`src/rtl/instr_prefetch_unit.sv`:
```
// Instruction prefetch front end: issues word-aligned fetches under a credit limit,
// buffers {pc, instr} pairs in a circular queue and flushes on EX redirects.
module instr_prefetch_unit #(
  parameter int                DEPTH    = 4,
  parameter int                ADDR_W   = 32,
  parameter int                INSTR_W  = 32,
  parameter logic [ADDR_W-1:0] RESET_PC = '0
) (
  input  logic                         clk,
  input  logic                         rst,
  input  logic                         redirect_valid,
  input  logic [ADDR_W-1:0]            redirect_pc,
  output logic                         imem_req_valid,
  output logic [ADDR_W-1:0]            imem_req_addr,
  input  logic                         imem_req_ready,
  input  logic                         imem_resp_valid,
  input  logic [INSTR_W-1:0]           imem_resp_data,
  output logic                         out_valid,
  output logic [ADDR_W-1:0]            out_pc,
  output logic [INSTR_W-1:0]           out_instr,
  input  logic                         out_ready,
  output logic [$clog2(DEPTH+1)-1:0]   level
);

  localparam int                PW      = $clog2(DEPTH);
  localparam int                CW      = $clog2(DEPTH+1);
  localparam logic [CW:0]       DEPTH_C = (CW+1)'(DEPTH);
  localparam logic [ADDR_W-1:0] PC_STEP = ADDR_W'(4);

  logic [ADDR_W-1:0] fetch_pc_reg, fetch_pc_next;
  logic [ADDR_W-1:0] resp_pc_reg, resp_pc_next;
  logic [CW-1:0]     inflight_reg, inflight_next;
  logic [CW-1:0]     drop_cnt_reg, drop_cnt_next;
  logic [CW-1:0]     count_reg, count_next;
  logic [PW-1:0]     rd_ptr_reg, rd_ptr_next;
  logic [PW-1:0]     wr_ptr_reg, wr_ptr_next;

  logic [ADDR_W-1:0]  pc_mem    [DEPTH];
  logic [INSTR_W-1:0] instr_mem [DEPTH];

  logic [CW:0]       credit_sum;
  logic              req_allowed;
  logic              req_fire;
  logic              push;
  logic              pop;
  logic [CW-1:0]     inflight_dec;
  logic [ADDR_W-1:0] target_pc;

  // Credits count both buffered entries and kept in-flight responses, so a push
  // can never find the queue full.
  always_comb begin
    credit_sum  = {1'b0, count_reg} + {1'b0, inflight_reg} - {1'b0, drop_cnt_reg};
    req_allowed = rst && !redirect_valid && (credit_sum < DEPTH_C)
                  && ({1'b0, inflight_reg} < DEPTH_C);
  end

  assign imem_req_valid = req_allowed;
  assign imem_req_addr  = fetch_pc_reg;
  assign req_fire       = req_allowed && imem_req_ready;
  assign push           = imem_resp_valid && (drop_cnt_reg == '0) && !redirect_valid;
  assign out_valid      = (count_reg != '0);
  assign pop            = out_valid && out_ready && !redirect_valid;
  assign target_pc      = redirect_pc & ~ADDR_W'(3);
  assign inflight_dec   = inflight_reg - CW'(imem_resp_valid);

  assign out_pc    = out_valid ? pc_mem[rd_ptr_reg]    : '0;
  assign out_instr = out_valid ? instr_mem[rd_ptr_reg] : '0;
  assign level     = count_reg;

  always_comb begin
    fetch_pc_next = fetch_pc_reg;
    resp_pc_next  = resp_pc_reg;
    inflight_next = inflight_reg;
    drop_cnt_next = drop_cnt_reg;
    count_next    = count_reg;
    rd_ptr_next   = rd_ptr_reg;
    wr_ptr_next   = wr_ptr_reg;
    if (redirect_valid) begin
      // Everything still outstanding (bar a response landing now) is stale.
      fetch_pc_next = target_pc;
      resp_pc_next  = target_pc;
      inflight_next = inflight_dec;
      drop_cnt_next = inflight_dec;
      count_next    = '0;
      rd_ptr_next   = '0;
      wr_ptr_next   = '0;
    end else begin
      if (req_fire) fetch_pc_next = fetch_pc_reg + PC_STEP;
      inflight_next = inflight_dec + CW'(req_fire);
      if (imem_resp_valid && (drop_cnt_reg != '0)) drop_cnt_next = drop_cnt_reg - CW'(1);
      if (push) begin
        resp_pc_next = resp_pc_reg + PC_STEP;
        wr_ptr_next  = wr_ptr_reg + PW'(1);
      end
      if (pop) rd_ptr_next = rd_ptr_reg + PW'(1);
      count_next = count_reg + CW'(push) - CW'(pop);
    end
  end

  always_ff @(posedge clk or negedge rst) begin
    if (!rst) begin
      fetch_pc_reg <= RESET_PC;
      resp_pc_reg  <= RESET_PC;
      inflight_reg <= '0;
      drop_cnt_reg <= '0;
      count_reg    <= '0;
      rd_ptr_reg   <= '0;
      wr_ptr_reg   <= '0;
    end else begin
      fetch_pc_reg <= fetch_pc_next;
      resp_pc_reg  <= resp_pc_next;
      inflight_reg <= inflight_next;
      drop_cnt_reg <= drop_cnt_next;
      count_reg    <= count_next;
      rd_ptr_reg   <= rd_ptr_next;
      wr_ptr_reg   <= wr_ptr_next;
    end
  end

  // Queue payload needs no reset: it is only visible while count is nonzero.
  always_ff @(posedge clk) begin
    if (push) begin
      pc_mem[wr_ptr_reg]    <= resp_pc_reg;
      instr_mem[wr_ptr_reg] <= imem_resp_data;
    end
  end

endmodule

```
`config.mk`:
```
export PLATFORM = sky130hd
export DESIGN_NAME = instr_prefetch_unit
export DESIGN_NICKNAME = d
export VERILOG_FILES = /design/src/rtl/instr_prefetch_unit.sv
export SDC_FILE = /design/constraint.sdc
export NUM_CORES = 1
export LEC_CHECK = 0
export CELL_PAD_IN_SITES_DETAIL_PLACEMENT = 2
export CELL_PAD_IN_SITES_GLOBAL_PLACEMENT = 2
export CORE_MARGIN = 8
export CORE_UTILIZATION = 24
export CTS_BUF_LIST = sky130_fd_sc_hd__clkbuf_4
export CTS_CLUSTER_SIZE = 24
export DETAILED_ROUTE_END_ITERATION = 7
export PLACE_DENSITY_LB_ADDON = 0.05
export SLEW_MARGIN = 20
export SYNTH_ARGS = -nofsm -noshare
export SYNTH_HDL_FRONTEND = slang
export SYNTH_SLANG_ARGS = --single-unit
```
`constraint.sdc`:
```
create_clock -name clk -period 7 [get_ports clk]
set_input_delay 0.7 -clock clk [delete_from_list [all_inputs] [get_ports clk]]
set_output_delay 0.7 -clock clk [all_outputs]
set_load 0.01 [all_outputs]
```
# After elaboration in Yosys (flattened, before gate mapping)
# Memory sizes are Yosys's and may differ from the RTL's.
# Cells that the tools add are included.
# word_totals
ff_bits	77
mem_bits_rw	256
input_bits	70
out_inout_bits	101
mem_count	2
# mem_list
name	depth	word_bits	rd	rd_ports_with_merged_regs	wr	line_no	rtl
instr_mem	4	32	1	0	1	39	logic [INSTR_W-1:0] instr_mem [DEPTH];
pc_mem	4	32	1	0	1	38	logic [ADDR_W-1:0] pc_mem [DEPTH];
# op_classes
addsub	11
n_lt_le_gt_ge	2
mux	16
reduce_logical	17
# ops
op	count
$mux 32	6
$add 32x3->32 const B	2
$mux 3	4
$logic_and 1x1->1	9
$mux 2	4
$reduce_bool 2->1	4
$add 3x1->3	2
$reduce_bool 3->1	2
$sub 3x1->3	2
$add 2x1->2 const B	2
$add 3x3->4	1
$lt 4x3->1 const B	1
$sub 4x3->4	1
$logic_not 3->1	1
$lt 3x3->1 const B	1
$sub 3x1->3 const B	1
$mux 1	2
$logic_not 1->1	1

# Depth between registers and ports, before layout
# Gate-level depths: netlist (run 1).
# logic_depth
word_depth	8
depth_mapped	14

# Least setup slack after synthesis (run 1)
# Ideal clock, no wire load.
# synth_timing
kind	input-to-reg
start	input port redirect_valid
end	memory instr_mem[0][0] (enable)
arrival_ps	3069
setup_slack_ps	3504
cell_stages	5
path_buffers	3
cell_sequence	clkbuf_1 > inv_1 > clkbuf_1 > clkbuf_1 > and3_1
# synth_via
elab_chain_cells	4
# synth_lines
item	line_no	rtl
start: declaration	11	input logic redirect_valid,
$logic_not 1->1	60	assign push = imem_resp_valid && (drop_cnt_reg == '0) && !redirect_valid;
$logic_and 1x1->1	60	
$mux 1	122	if (push) begin
$mux 1 (not written as such)	124	instr_mem[wr_ptr_reg] <= imem_resp_data;
end: declaration	39	
# Every way passes these cells.

# Final worst setup path (run 1)
# layout_timing
start	register rd_ptr_reg[0]
end	output port out_pc[16]
# layout_via
elab_chain_cells	2
# layout_lines
item	line_no	rtl
start: declaration	35	logic [PW-1:0] rd_ptr_reg, rd_ptr_next;
start signal: assignment	115	rd_ptr_reg <= rd_ptr_next;
$mem_v2 4x32	-	
$mux 32	66	assign out_pc = out_valid ? pc_mem[rd_ptr_reg] : '0;
end: declaration	19	output logic [ADDR_W-1:0] out_pc,
# Every way passes these cells.

==> flow_summary.ini, run 1 <==
[detailed_routing]
wl_per_cell_um = 20.53
ant_nets = 0
drt-total-wl_mm = 40.15
vias = 8522
remaining_drc_errors = 0
vias_per_cell = 4.357
first_pass_iters = 4
first_iter_violations = 238

[logic_synthesis]
yosysMostFrequentCell = edfxtp_1
yosys.area.top_type = edfxtp_1
synth_cell_type_count = 55
synthDominantCellAreaShare = 0.5382
netlist_area_sq_mm = 0.01384
synth_area_leaders = edfxtp_1 54%, dfrtp_1 13%, mux4_2 10%, and2_1 2.9%, xnor2_1 1.7%
avgSynthCellArea_sq_um = 15.56
synthCells = 889
synth_common_cells = 248 x edfxtp_1, 73 x dfrtp_1, 65 x and2_1
seq_area_frac_synth = 0.6702
async_flop_share = 0.2274
synthFlopType = edfxtp_1
ys_ff_latch = 321
ys_warn_count = 0
synth_edf_count = 248

[worst_setup_path]
arrival_ps = 3730
required_ps = 6300
path_class = register to output port
worstSetupStartpointType = register
crit_fanout = 42
cp-end-kind = output port

[floorplanning]
row_count = 88
die-area_sq_mm = 0.06559
core_sq_mm = 0.05737
die_w_um = 256.1
start_util = 0.2412
num_io_pins = 171
die_y_um = 256.1

[clock_network]
numCtsBuffers = 94
cts_setup_buffers = 0
path_clk_slew_ps = 70
cts_tree = done
cts-root-buf = clkbuf_4
htree_levels = 3
cts_sinks = 321
cts_buffer_depth = 3
worstSkewPairLatency_ps = 790

[finish]
largest_reg_flops = 128
top_regs = instr_mem (128), pc_mem (120)
syn2layout_area_growth_pct = 26.75
largest-register = instr_mem
final_cell_area_sq_mm = 0.01754
fillers = 5981
layout.nets = 1208
drive_above_1_share = 0.2168

[sta]
final_hold_viol_count = 0
finClkSkew_ps = 61.93
setup-tns-final_ps = 0
max_clock_freq_mhz = 225.7
fin_crit_sh = 0.6331
min_period_ps = 4431
drv_slew = 0
timing.slew.headroom = 0.3537
tightest_slew_ps = 969.4
setup_violations = 0
holdWs_ps = 413.3
rsz0062_at_grt = no

[run_status]
outcome = completed

[run]
cap_violations = 0

[min_path]
hp-class = input port to async pin

[global_routing]
grtUsageTotal = 0.1241
first_global_vias = 10150
grt_max_degree = 66
grt_overflow_total = 0
grt_pass1_wl_mm = 62.89
antenna_found_initial = 1

[placement]
io_buffers = 164
place_area_sq_mm = 0.01633
dp_hpwl_mm = 25.98
globalplace.congestion = 0.6643

[pwr]
max-vdd-ir-drop_mv = 0.1708
powerDensity_mw_per_mm2 = 323.8
leakage_nw = 5.967
power by group:
part	internal [mW]	switching [mW]
sequential	2.16	0.176
clock	0.967	0.813
combinational	0.806	0.756
total	3.93	1.74
final cells by class:
cell class	count	area (sq um)	area share
Tap cell	765	957.2	0.05458
Timing Repair Buffer	175	1719	0.09802
Inverter	33	123.9	0.007063
Antenna cell	1	2.502	0.0001427
Sequential cell	321	9281	0.5292
Clock buffer	144	1081	0.06164
Clock inverter	24	118.9	0.006777
Multi-Input combinational cell	493	4254	0.2426
logic make-up (layout without fill, tap and decap cells):
logic type,after synthesis,in the layout,share of synthesized area
AOI/OAI and AO/OA,80,80,0.03617
xor gates and xnor gates,42,42,0.02659
adders and majority gates,20,20,0.01971
buffers and inverters,78,376,0.02360
DFF,321,321,0.6702
muxes,79,79,0.1146
other,1,5,0.0002710
and+or+nand+nor,268,268,0.1089
routing by layer:
| metal | part of all wire | wire length, um | vias to the layer above | GRT usage |
|---|---|---|---|---|
| met5 | 0 | 0 | - | 0 |
| met4 | 0.020 | 784 | 0 | 0.04487 |
| met3 | 0.048 | 1921 | 63 | 0.03203 |
| met2 | 0.49 | 19790 | 198 | 0.2096 |
| met1 | 0.44 | 17660 | 4364 | 0.1518 |
| li1 | - | - | 3897 | - |
final timing paths:
| check | start | end | slack, ps | depth (start not counted) |
|---|---|---|---|---|
| worst min register to register | imem_req_addr[2] | imem_req_addr[2] | 580 | 1 |
| min in group clk | redirect_valid | drop_cnt_reg[0] | 470 | 2 |
| worst max register to register | level[1] | inflight_reg[2] | 3410 | 12 |
| max in group asynchronous | rst | rd_ptr_reg[0] | 5480 | 3 |
| worst min-delay path | rst | imem_req_addr[29] | 410 | 2 |
| worst max-delay path | rd_ptr_reg[0] | out_pc[16] | 2570 | 4 |
critical path, stage by stage, from the launching register on:
cell and delay, ps:
dfrtp_4 1020, buf_4 590, mux4_2 560, and2_1 170
clkdlybuf4s50_1 570
per-stage QoR:
step	utilization	total power, mW	setup WS (ps)	cells
6_report	0.3057	5.679	2569	1956
5_1_grt	0.3057	6.095	2177	1956
4_1_cts	0.3057	5.885	2282	1955
3_5_place_dp	0.2846	4.026	2837	1786
3_3_place_gp	0.2846	4.010	2849	1786
2_1_floorplan	-	3.191	3504	892
cells in the final DEF, fill, tap and decap left out, types with 5 or more instances in the layout:
| cell | count |
|---|---|
| inv_1 | 32 |
| nor2_1 | 26 |
| o211ai_1 | 5 |
| clkbuf_4 | 144 |
| ha_1 | 17 |
| clkdlybuf4s50_1 | 162 |
| mux2_2 | 15 |
| and2_1 | 65 |
| or4_1 | 5 |
| nor2b_1 | 5 |
| nor3_1 | 17 |
| nand4_1 | 16 |
| xnor2_1 | 27 |
| o21ai_0 | 28 |
| and3_1 | 8 |
| edfxtp_1 | 248 |
| dfrtp_1 | 71 |
| or3_1 | 7 |
| clkinv_1 | 18 |
| and4_1 | 7 |
| buf_4 | 11 |
| nand2_1 | 58 |
| mux4_2 | 62 |
| xor2_1 | 15 |
| o31a_1 | 5 |
| nand3_1 | 28 |
| nor4_1 | 5 |
| a21oi_1 | 19 |
what timing repair did:
| action | CTS | global route |
|---|---|---|
| resized for setup | 0 | 0 |
| endpoints found under the hold margin | 31 | 0 |
| hold buffers | 1 | 0 |
Note: power is estimated with default switching activity, not from simulation.
==> run 2: changes to the inputs <==
==> constraint.sdc (replaced) <==
create_clock -name clk -period 4.02 [get_ports clk]
set_input_delay 0.402 -clock clk [delete_from_list [all_inputs] [get_ports clk]]
set_output_delay 0.402 -clock clk [all_outputs]
set_load 0.01 [all_outputs]
==> run 2 against run 1 <==
  * Routed wire length increased by 1.2%
  * Core utilization grew 0.48 points
  * Final cell count is 0.26% higher
  * Clock skew shrank 24 ps
  * Sequential share of layout area shrank 0.82 points
  * Combinational power rose by 84%
  * Register-to-register slack got worse by 2600 ps
  * Final area grew 1.6%
  * Largest cell class unchanged
  * Via count is 0.77% higher
  * Die area did not move
  * Critical path depth increased by 2
  * Total power rose by 80%
==> flow_summary.ini, run 2 (synthesis gave the netlist of run 1 again) <==
[run_status]
outcome = completed

[global_routing]
antenna_found_initial = 1
first_global_vias = 10160
grtUsageTotal = 0.1248
grt_pass1_wl_mm = 63.00
grt_max_degree = 66
grt_overflow_total = 0

[finish]
layout.nets = 1217
largest-register = instr_mem
mostFrequentLayoutCells = 248 x edfxtp_1, 162 x clkdlybuf4s50_1, 144 x clkbuf_4
syn2layout_area_growth_pct = 28.75
largest_reg_flops = 128
drive_above_1_share = 0.2246
final_common_cell = edfxtp_1
fillers = 5997
postLayoutCoreUtil = 0.3105
final_cells = 1961
seq_area_sq_mm = 0.009281
multi_input_area_sq_mm = 0.004254
top_regs = instr_mem (128), pc_mem (120)

[floorplanning]
core_sq_mm = 0.05737
die-area_sq_mm = 0.06559
die_y_um = 256.1
num_io_pins = 171
die_w_um = 256.1
start_util = 0.2412
row_count = 88

[detailed_routing]
drt-total-wl_mm = 40.64
vias_per_cell = 4.379
wl_per_cell_um = 20.72
ant_nets = 0
vias = 8588
remaining_drc_errors = 0
first_pass_iters = 4
first_iter_violations = 281

[clock_network]
htree_levels = 3
worstSkewPairLatency_ps = 760
cts-root-buf = clkbuf_4
cts_tree = done
numCtsBuffers = 93
cts_sinks = 321
path_clk_slew_ps = 70
cts_buffer_depth = 3

[pwr]
max-vdd-ir-drop_mv = 0.3075
powerDensity_mw_per_mm2 = 572.5
leakage_nw = 6.070

[sta]
final_hold_viol_count = 0
min_period_ps = 3702
rsz0062_at_grt = no
setup-tns-final_ps = 0
max_clock_freq_mhz = 270.2
fin_crit_sh = 0.9208
tightest_slew_ps = 698.6
timing.slew.headroom = 0.5343
drv_slew = 0
finClkSkew_ps = 37.89
setup_violations = 0

[min_path]
hp-class = input port to register

[worst_setup_path]
arrival_ps = 3300
worstSetupStartpointType = register
path_class = register to output port
required_ps = 3620
crit_fanout = 5
cp-end-kind = output port

[placement]
dpl.cell_count = 1794
globalplace.congestion = 0.7017
io_buffers = 164
dp_hpwl_mm = 26.45

[run]
cap_violations = 0
-- run 2: changes by cell type in the layout (fill, tap and decap cells not counted), sizes merged, moves of 2 or more --
cell	delta
diode	+2
clkinv	-9
inv	-3
bufinv	+4
buf	+9
-- run 2: worst paths after layout --
path	start	end	slack (ps)	depth (start not counted)
min in group asynchronous	rst	drop_cnt_reg[2]	310	3
max	level[2]	imem_req_valid	320	6
max reg2reg	level[1]	imem_req_addr[28]	840	11
max in group asynchronous	rst	imem_req_addr[30]	2660	4
min	redirect_pc[28]	resp_pc_reg[28]	280	3
min reg2reg	resp_pc_reg[29]	pc_mem[1][29]	570	0
-- run 2: per-stage QoR --
step	hold slack (ps)	cell area, sq um	setup WS (ps)	total power, mW
after CTS	141.4	17810	134.5	10.54
after detailed placement	569.9	16500	777.6	7.032
after global routing	184.5	17810	73.24	10.90
after floorplan	106.4	13850	733.2	5.556
after global placement	555.5	16500	811.8	7.002
final	277.4	17810	318.4	10.20
-- run 2: layout make-up --
class,instances,area share
Sequential cell,321,0.5210
Multi-Input combinational cell,493,0.2388
Timing Repair Buffer,185,0.1072
Clock buffer,144,0.06068
Tap cell,765,0.05373
Clock inverter,17,0.01124
Inverter,33,0.006953
Antenna cell,3,0.0004214
-- run 2: report_power, final --
group / internal [mW] / switching, mW / total, mW / leakage [nW]
Sequential: 3.76 / 0.233 / 4.00 / 3.11
Combinational: 1.47 / 1.40 / 2.87 / 2.21
Clock: 1.93 / 1.40 / 3.33 / 0.753
Total: 7.16 / 3.04 / 10.2 / 6.07
-- run 2: per-layer routing --
layer  GRT usage  vias up  part of all wire
met5           0        -                 0
met2      0.2099      189              0.49
met1      0.1543     4415              0.45
met3     0.03075       62             0.045
li1            -     3922                 -
met4     0.04519        0             0.019
-- run 2: repair_timing --
item                                    in CTS  in global routing
hold buffers                                 2                  0
endpoints found under the hold margin       37                  0
gates resized for setup                      0                  0
setup buffers                                1                  0
endpoints found under the setup margin       1                  0
-- run 2: critical path, stage by stage (launching register included) --
cell and delay [ps]:
dfrtp_1 440, fa_1 500, ha_1 360, o21ai_1 230
nand3_1 250, nor2_1 200, clkdlybuf4s50_1 560
==> run 3: changes to the inputs <==
--- a/config.mk
+++ b/config.mk
@@ -13,6 +13,7 @@
 export CTS_CLUSTER_SIZE = 24
 export DETAILED_ROUTE_END_ITERATION = 7
 export PLACE_DENSITY_LB_ADDON = 0.05
+export SETUP_SLACK_MARGIN = 0.1
 export SLEW_MARGIN = 20
 export SYNTH_ARGS = -nofsm -noshare
 export SYNTH_HDL_FRONTEND = slang
==> run 3 against run 2 <==
  * Combinational power barely moved
  * Sequential power about the same
  * Critical path depth is the same
  * Count of clock-buffer cells in the layout did not move
  * Largest cell class unchanged
  * Global-route usage stayed put
  * Largest power group unchanged
  * First-iteration DRC count shrank 0.36%
  * Non-clock buffer count unchanged
  * Highest routed layer unchanged
  * Maximum frequency rose by 1.7%
  * Routed wire length is essentially flat
  * Final cell count unchanged
==> flow_summary.ini, run 3 (synthesis gave the netlist of run 1 again) <==
[run_status]
outcome = completed

[clock_network]
worstSkewPairLatency_ps = 760
cts_tree = done
htree_levels = 3
cts_buffer_depth = 3
numCtsBuffers = 93
path_clk_slew_ps = 70
cts_sinks = 321
cts-root-buf = clkbuf_4

[detailed_routing]
ant_nets = 0
first_pass_iters = 4
wl_met3_mm = 1.840
routed.top_layer = met4
met2_length_mm = 19.84
vias_per_cell = 4.379
first_iter_violations = 280
remaining_drc_errors = 0
drt-total-wl_mm = 40.64
wl_per_cell_um = 20.73
met1Wirelength_mm = 18.18
vias = 8588

[floorplanning]
die-area_sq_mm = 0.06559
die_w_um = 256.1
core_sq_mm = 0.05737
die_y_um = 256.1
start_util = 0.2412
row_count = 88
num_io_pins = 171

[finish]
top_regs = instr_mem (128), pc_mem (120)
mostFrequentLayoutCells = 248 x edfxtp_1, 162 x clkdlybuf4s50_1, 144 x clkbuf_4
largest_reg_flops = 128
syn2layout_area_growth_pct = 28.78
layout.nets = 1217
drive_above_1_share = 0.2255
fillers = 5996
final_common_cell = edfxtp_1
largest-register = instr_mem

[sta]
timing.slew.headroom = 0.5343
final_hold_viol_count = 0
finClkSkew_ps = 37.87
min_period_ps = 3638
worst_slack_ps = 381.8
drv_slew = 0
fin_crit_sh = 0.9050
setup-tns-final_ps = 0
tightest_slew_ps = 698.6
rsz0062_at_grt = no
setup_violations = 0
max_clock_freq_mhz = 274.9

[global_routing]
grt_max_degree = 66
grt_overflow_total = 0
grtUsageTotal = 0.1248
antenna_found_initial = 1
first_global_vias = 10160
grt_pass1_wl_mm = 63.00

[pwr]
total_power_mw = 10.21
powerDensity_mw_per_mm2 = 572.8
leakage_nw = 6.070
max-vdd-ir-drop_mv = 0.3075

[worst_setup_path]
path_class = register to output port
worstSetupStartpointType = register
arrival_ps = 3240
crit_fanout = 5
required_ps = 3620
cp-end-kind = output port

[placement]
post-place-ws_ps = 777.6
io_buffers = 164
globalplace.congestion = 0.7017
dp_hpwl_mm = 26.45

[min_path]
hp-class = input port to register

[run]
cap_violations = 0
-- run 3: cell counts in the layout (fill, tap and decap cells not counted) --
Identical to the previous run, type by type.
-- run 3: worst max-delay path, stage by stage (launching register included) --
cell and delay, ps:
dfrtp_1 440, fa_1 500, ha_1 360, o21ai_1 250, nand3_2 200, nor2_1 170
clkdlybuf4s50_1 560
-- run 3: routing by layer --
metal | up-vias | track usage
met5 | - | 0
met4 | 0 | 0.04519
met3 | 62 | 0.03075
met2 | 189 | 0.2099
met1 | 4415 | 0.1543
li1 | 3922 | -
-- run 3: power breakdown --
part / switching [mW] / leakage (nW) / total (mW) / internal, mW
Combinational: 1.41 / 2.21 / 2.88 / 1.47
Sequential: 0.233 / 3.11 / 4.00 / 3.76
Clock: 1.40 / 0.753 / 3.33 / 1.93
-- run 3: worst paths after layout --
check                           slack [ps]                end             from  depth (start not counted)
worst max-delay path                   380     imem_req_valid         level[2]                          6
worst min-delay path                   280    resp_pc_reg[28]  redirect_pc[28]                          3
worst max register to register         840  imem_req_addr[28]         level[1]                         11
worst min register to register         570      pc_mem[1][29]  resp_pc_reg[29]                          0
max in group asynchronous             2660  imem_req_addr[30]              rst                          4
min in group asynchronous              310    drop_cnt_reg[2]              rst                          3
-- run 3: metrics by stage --
stage / hold slack, ps / cell area [sq um] / utilization / instances
after global placement: 555.5 / 16500 / 0.2876 / 1794
after global routing: 184.5 / 17820 / 0.3106 / 1960
after floorplan: 106.4 / 13850 / - / 892
after CTS: 141.4 / 17810 / 0.3104 / 1958
after detailed placement: 569.9 / 16500 / 0.2876 / 1794
final: 277.4 / 17820 / 0.3106 / 1961
-- run 3: cell type report --
class / instances / area (sq um) / area share
flip-flops and latches: 321 / 9281 / 0.5209
inverters: 33 / 123.9 / 0.006951
repair buffers: 185 / 1909 / 0.1071
diodes: 3 / 7.507 / 0.0004213
multi-input cells: 493 / 4259 / 0.2390
clock buffers: 144 / 1081 / 0.06067
clock inverters: 17 / 200.2 / 0.01123
well taps: 765 / 957.2 / 0.05371
-- run 3: what timing repair did --
action | in CTS | in global routing
resized for setup | 0 | 1
cloned | 0 | 0
setup endpoints to repair | 1 | 1
pin swaps | 1 | 0
hold buffers | 2 | 0
endpoints found under the hold margin | 37 | 0
buffers inserted | 1 | 0
